[config.mk]
export PLATFORM = sky130hd
export DESIGN_NAME = float_mult_reg
export DESIGN_NICKNAME = d
export VERILOG_FILES = /design/src/rtl/fp_pkg.sv /design/src/rtl/float_mult_comb.sv /design/src/rtl/float_mult_reg.sv
export SDC_FILE = /design/constraint.sdc
export NUM_CORES = 2
export LEC_CHECK = 0
export BUFFER_PORTS_ARGS = -buffer_cell sky130_fd_sc_hd__buf_2
export CAP_MARGIN = 5
export CORE_MARGIN = 1.5
export CORE_UTILIZATION = 40
export DETAILED_ROUTE_END_ITERATION = 16
export PLACE_DENSITY = 0.6
export SLEW_MARGIN = 0
export SYNTH_ARGS = -nofsm -noshare
export SYNTH_HDL_FRONTEND = slang
export SYNTH_HIERARCHICAL = 1
export SYNTH_SLANG_ARGS = --single-unit
[constraint.sdc]
create_clock -name clk -period 0.9 [get_ports clk]
set_clock_uncertainty 0.05 [all_clocks]
set_input_delay 0.18 -clock clk [delete_from_list [all_inputs] [get_ports clk]]
set_output_delay 0.18 -clock clk [all_outputs]
set_load 0.02 [all_outputs]
[src/rtl/fp_pkg.sv]
// Shared floating-point constants and field layout for the FPU datapath.
// Defaults describe IEEE single precision.
package fp_pkg;

    localparam int FLOAT_SIZE    = 32;
    localparam int EXPONENT_SIZE = 8;
    localparam int MANTISSA_SIZE = 23;
    localparam int BIAS          = 127;

    typedef struct packed {
        logic                     sign;
        logic [EXPONENT_SIZE-1:0] exponent;
        logic [MANTISSA_SIZE-1:0] mantissa;
    } fp_t;

endpackage

[src/rtl/float_mult_comb.sv]
// Combinational float multiply: truncating mantissa product plus wrapping
// exponent arithmetic with carry/borrow flags. Operands assumed normalized.
module float_mult_comb
    import fp_pkg::*;
#(
    parameter int FLOAT_W = FLOAT_SIZE,
    parameter int EXP_W   = EXPONENT_SIZE,
    parameter int MANT_W  = MANTISSA_SIZE,
    parameter int BIAS_V  = BIAS
) (
    input  logic [FLOAT_W-1:0] a,
    input  logic [FLOAT_W-1:0] b,
    output logic [FLOAT_W-1:0] out,
    output logic               overflow,
    output logic               underflow,
    output logic               inexact
);

    localparam int PROD_W = 2 * (MANT_W + 1);
    localparam logic [EXP_W-1:0] BIAS_E = BIAS_V[EXP_W-1:0];

    logic [EXP_W-1:0]  w_ea, w_eb;
    logic [PROD_W-1:0] w_op_a, w_op_b, w_prod;
    logic              w_norm;
    logic [MANT_W-1:0] w_mant;
    logic              w_inexact;
    logic [EXP_W-1:0]  w_s1, w_s2, w_eo;
    logic              w_c1, w_borrow, w_c2;

    assign w_ea = a[FLOAT_W-2 -: EXP_W];
    assign w_eb = b[FLOAT_W-2 -: EXP_W];

    // Operands widened to the full product width so no bits are lost.
    assign w_op_a = {{(MANT_W+1){1'b0}}, 1'b1, a[MANT_W-1:0]};
    assign w_op_b = {{(MANT_W+1){1'b0}}, 1'b1, b[MANT_W-1:0]};
    assign w_prod = w_op_a * w_op_b;
    assign w_norm = w_prod[PROD_W-1];

    assign w_mant    = w_norm ? w_prod[2*MANT_W:MANT_W+1] : w_prod[2*MANT_W-1:MANT_W];
    assign w_inexact = w_norm ? (|w_prod[MANT_W:0]) : (|w_prod[MANT_W-1:0]);

    // One extra MSB on each step captures the carry or borrow.
    assign {w_c1, w_s1}     = {1'b0, w_ea} + {1'b0, w_eb};
    assign {w_borrow, w_s2} = {1'b0, w_s1} - {1'b0, BIAS_E};
    assign {w_c2, w_eo}     = {1'b0, w_s2} + {{EXP_W{1'b0}}, w_norm};

    assign out       = {a[FLOAT_W-1] ^ b[FLOAT_W-1], w_eo, w_mant};
    assign overflow  = w_c1 | w_c2;
    assign underflow = w_borrow;
    assign inexact   = w_inexact;

endmodule

[src/rtl/float_mult_reg.sv]
// Floating-point multiplier with a single registered output stage.
// Result and flags load on in_valid; out_valid follows in_valid by one cycle.
module float_mult_reg
    import fp_pkg::*;
#(
    parameter int FLOAT_SIZE    = fp_pkg::FLOAT_SIZE,
    parameter int EXPONENT_SIZE = fp_pkg::EXPONENT_SIZE,
    parameter int MANTISSA_SIZE = fp_pkg::MANTISSA_SIZE,
    parameter int BIAS          = fp_pkg::BIAS
) (
    input  logic                  clk,
    input  logic                  rst_n,
    input  logic                  in_valid,
    input  logic [FLOAT_SIZE-1:0] a,
    input  logic [FLOAT_SIZE-1:0] b,
    output logic                  out_valid,
    output logic [FLOAT_SIZE-1:0] out,
    output logic                  overflow,
    output logic                  underflow,
    output logic                  inexact
);

    logic [FLOAT_SIZE-1:0] w_out;
    logic                  w_overflow, w_underflow, w_inexact;

    logic [FLOAT_SIZE-1:0] r_out;
    logic                  r_out_valid, r_overflow, r_underflow, r_inexact;

    float_mult_comb #(
        .FLOAT_W (FLOAT_SIZE),
        .EXP_W   (EXPONENT_SIZE),
        .MANT_W  (MANTISSA_SIZE),
        .BIAS_V  (BIAS)
    ) u_comb (
        .a         (a),
        .b         (b),
        .out       (w_out),
        .overflow  (w_overflow),
        .underflow (w_underflow),
        .inexact   (w_inexact)
    );

    always_ff @(posedge clk or negedge rst_n) begin
        if (!rst_n) begin
            r_out_valid <= 1'b0;
            r_out       <= '0;
            r_overflow  <= 1'b0;
            r_underflow <= 1'b0;
            r_inexact   <= 1'b0;
        end else begin
            r_out_valid <= in_valid;
            if (in_valid) begin
                r_out       <= w_out;
                r_overflow  <= w_overflow;
                r_underflow <= w_underflow;
                r_inexact   <= w_inexact;
            end
        end
    end

    assign out_valid = r_out_valid;
    assign out       = r_out;
    assign overflow  = r_overflow;
    assign underflow = r_underflow;
    assign inexact   = r_inexact;

endmodule

# Word level (Yosys, flattened, before mapping)
# Cells that the tools add are included.
# W data, S select, Z words.
# totals
wordCells,15
in_bits,67
output_inout_bits,36
reg_bits,36
# classes
n_reduce_logical,2
mux,2
bitwise_logic,2
mul,1
add_sub_neg,3
# op_table
operator,n
$mul A24 B24 Y48,1
$reduce_or A24 Y1,1
$mux W23,1
$reduce_or A23 Y1,1
$add A8 B1 Y9,1
$add A8 B8 Y9,1
$sub A8 B7 Y9 const B,1
$mux W1,1
$or A1 B1 Y1,1
$xor A1 B1 Y1,1

# Logic depth before layout (Yosys ltp)
# depth
ltp_word,4
mapped_depth,34
mapped_depth_nobuf,31

# Hierarchy
# The synthesis kept the hierarchy.
# by_module_without_submodules
module,area_each_um2,cells_each,n_inst,seq_area_each_um2
float_mult_comb,19575.0,2262,1,0.0
float_mult_reg,1478.9,75,1,900.9

# Worst setup path before layout
# Ideal clock, no wire load.
# synth_timing
path_kind,input port to flip-flop
start,input a[20]
end,register r_overflow (netlist: overflow)
path_slack_ns,-6.865
cell_stages,32
required_time_ns,0.725
t_arrival_ns,7.591
cell_sequence,clkbuf_1 nand2_1 fa_1 inv_1 fa_1 inv_1 fa_1 inv_1 fa_1 fa_1 fa_1 inv_1 fa_1 inv_1 ha_1 clkbuf_1 nand4_1 nor4_1 a211oi_1 a31oi_1 a211oi_2 o21ai_1 a21oi_4 xnor2_4 buf_4 ha_1 ha_1 nand3_1 nor3_1 nor2b_1 a221o_1 mux2_2
# synth_between
elab_chain_cells,3
# synth_rtl
item,line_no,source
start: declaration,float_mult_reg.sv:14,"input logic [FLOAT_SIZE-1:0] a,"
$mul A24 B24 Y48,float_mult_comb.sv:36,assign w_prod = w_op_a * w_op_b;
$add A8 B1 Y9,float_mult_comb.sv:45,"assign {w_c2, w_eo} = {1'b0, w_s2} + {{EXP_W{1'b0}}, w_norm};"
$or A1 B1 Y1,float_mult_comb.sv:48,assign overflow = w_c1 | w_c2;
named net w_overflow,float_mult_reg.sv:24,"logic w_overflow, w_underflow, w_inexact;"
end signal: assignment,float_mult_reg.sv:54,r_overflow <= w_overflow;
end: declaration,float_mult_reg.sv:27,"logic r_out_valid, r_overflow, r_underflow, r_inexact;"
# The timed path passes the listed nets, and every way through them passes these cells.
# A chain may end at the register's enable or synchronous reset.

# Worst setup path after layout
# layout_timing
start,input b[3]
end,register r_overflow (netlist: overflow)
# layout_between
elab_chain_cells,3
# layout_rtl
item,line_no,source
start: declaration,float_mult_reg.sv:15,"input logic [FLOAT_SIZE-1:0] b,"
$mul A24 B24 Y48,float_mult_comb.sv:36,
$add A8 B1 Y9,float_mult_comb.sv:45,
$or A1 B1 Y1,float_mult_comb.sv:48,
named net w_overflow,float_mult_reg.sv:24,
# The timed path passes the listed nets, and every way through them passes these cells.

==> results.md <==
- Final Hold Viols: 0
- Tcrit/Tclk final: 778%
- Outcome: finished, violations left
- DRC viols: 0
- CP max FO: 7
- Post-route ant nets: 0
- Top_reg_cell synth: dfrtp_1
- CTS tree: done
- Grt total ovfl: 0
- DP Wirelength: 52.1 mm
- Vias per inst: 4.87
- Area contributors post-synth: fa_1 46%, ha_1 11%, inv_1 10%, and2_1 6.5%, nand2_1 5.6%
- CTS Root Cell: clkbuf_16
- Initial core utilization: 40.7%
- Longest Clk Path Bufs: 2
- Worst Setup Start Kind: input pin
- Core area: 0.0517 sq mm
- Dpl cell area: 0.0249 sq mm
- I/O Buffers: 102
- Register area share after synthesis: 4.28%
- CP Data Required Time: 1.03 ns
- Avg Inst Size Synth: 9.01 sq um
- Die Wd: 232 um
- Endpoints failing setup: 70
- Commonest non-fill, non-tap cell in the layout: inv_1
- Worst-skew pair later-pin latency: 0.29 ns
- Mapped Cells: 2337
- Top cell type's share of synthesized area: 45.9%
- Placed cell count: 3339
- Drt pass-1 iters: 5
- Max Clk Rate: 143 MHz
- FF-to-FF Start: out[15]$_DFFE_PN0P_
- Post-layout nets: 3475
- Max Slew Vio Count: 0
- Clk slew on worst S/H paths: 0.06 ns
- Core Rows: 83
- Diodes inserted: 0
- Register bit total from synthesis: 36
- Setup total negative slack: -201.78 ns
- CP Launch Point: b[3]
- Vias in the first global route: 18700
- H-tree Lvls: 2
- Area Overhead vs Synth: 30.1%
- Period minus WS final: 7.00 ns
- Worst EP arrival: 7.13 ns
- Dpl ws: -6.67 ns
- Most used cell, CP: fa_1
- CP endpoint kind: flip-flop
- Sequential Area: 901 sq um
- Synth area leader: fa_1
- Mapped cell area: 0.0211 sq mm
- Slowest Stage Delay on Critical Path: 0.59 ns
- Most frequent cells in the layout: 544 x inv_1, 443 x fa_1, 348 x buf_4
- Initial antenna violation count: 0
- Syn_nets: 3071
- Multi-input logic area: 0.0186 sq mm
- Fill cells: 4640
- Synth warn: 6
- Post-route cell area: 0.0274 sq mm
- Failing checks: setup timing
- RSZ-0062 raised after global routing: yes
- Iter 0 DRT Violations: 809
- Die Y: 232 um
- GRT Resource Usage Total: 24.0%
- Max Cap Viol: 0
- Vias: 16700
- WS Path Type: input pin to flip-flop
- Die Area: 0.0540 sq mm
- Non-Filler Instances: 3422
- Slew headroom: 64.4%
- WL/cell: 17.7 um
- Final wirelength: 60.7 mm
- Clock Sinks: 36
- Worst slew pin tran: 0.530 ns
- Worst hold path class: input pin to flip-flop
- CP bufs+invs: 7
- First-pass GRT wire length: 101 mm
- I/O pin total: 103
- Async SR Flop Fraction: 100%
- Largest net degree at the start of global routing: 37
- Slowest CP cell: fa_1
- Layout cells sized above 1: 28.4%
- Clock buffer count from CTS: 5
- GP Congestion: 0.905
- Post-synth cell types: 55
- EDFF count, synth: 0
- Critical path's top delay family: adder cells
- Hold Path Origin: in_valid
- Final setup margin: -6.10 ns
-- metal layers --
| layer | vias up | share of wire [%] | track usage, % |
|---|---|---|---|
| li1 | 7688 | - | - |
| met1 | 8517 | 44 | 33.5 |
| met2 | 398 | 49 | 40.2 |
| met3 | 47 | 5.3 | 2.82 |
| met4 | 0 | 1.9 | 4.61 |
| met5 | - | 0 | 0 |
-- flip-flops by register name, indices dropped and copies added (netlist names) --
signal and flops:
out 32, inexact 1, out_valid 1, overflow 1, underflow 1
-- timing repair --
action	4_1_cts	5_1_grt
endpoints found under the hold margin	36	0
pin swaps	111	34
endpoints found under the setup margin	70	70
hold buffers	1	0
buffers inserted	71	9
gates resized for setup	382	37
gates cloned	6	0
-- cells by family (layout without fill, tap and decap cells) --
kind of cell | after synthesis | after routing | share of synthesized area, %
AOI/OAI and AO/OA | 148 | 148 | 4.49
adders and majority gates | 667 | 667 | 56.9
buffers and inverters | 689 | 1094 | 12.6
xor gates and xnor gates | 63 | 63 | 2.71
muxes | 59 | 59 | 3.58
and+or+nand+nor | 675 | 675 | 15.5
DFF | 36 | 36 | 4.28
-- synth_stat cells (3+ instances only) --
master / count
nor3b_1: 3
or3_1: 4
nor2_1: 61
o21bai_1: 8
nor2b_1: 8
nand4_1: 13
nor3_1: 8
nand3_1: 21
clkbuf_1: 105
nand2b_1: 4
and2_1: 219
a211oi_1: 4
a21oi_1: 55
mux2_2: 11
and3_1: 5
mux2_4: 30
xnor2_1: 35
a21o_1: 15
nor4_1: 9
o22ai_1: 3
buf_12: 3
o211ai_1: 7
dfrtp_1: 36
clkinv_1: 3
ha_1: 184
mux2i_1: 18
or2_2: 3
inv_1: 573
fa_1: 483
a31oi_1: 9
nand2_1: 315
o21ai_0: 26
xor2_1: 27
-- final cells by class --
class,count,share of cell area [%]
clock buffers,5,0.457
clock inverters,3,0.0685
inverters,576,8.00
multi-input cells,1612,67.8
flip-flops and latches,36,3.29
well taps,680,3.11
repair buffers,510,17.3
-- stage by stage --
stage / util (%) / hold WS (ns)
6_report: 53.0 / 0.193
4_1_cts: 52.5 / 0.185
2_1_floorplan: - / -0.166
3_5_place_dp: 48.2 / 0.112
5_1_grt: 53.0 / 0.190
3_3_place_gp: 48.2 / 0.106
-- final timing paths --
check	cells past startpoint	to	slack, ns
max	31	overflow$_DFFE_PN0P_	-6.10
min	2	out_valid$_DFF_PN0_	0.19
max reg2reg	2	out[15]$_DFFE_PN0P_	-0.07
min reg2reg	1	out[7]$_DFFE_PN0P_	0.49
max in group asynchronous	3	inexact$_DFFE_PN0P_	0.28
min in group asynchronous	3	out[21]$_DFFE_PN0P_	0.32
Power is not shown: default switching activity piles up to over one toggle a cycle in this logic, so the estimate is an artifact.
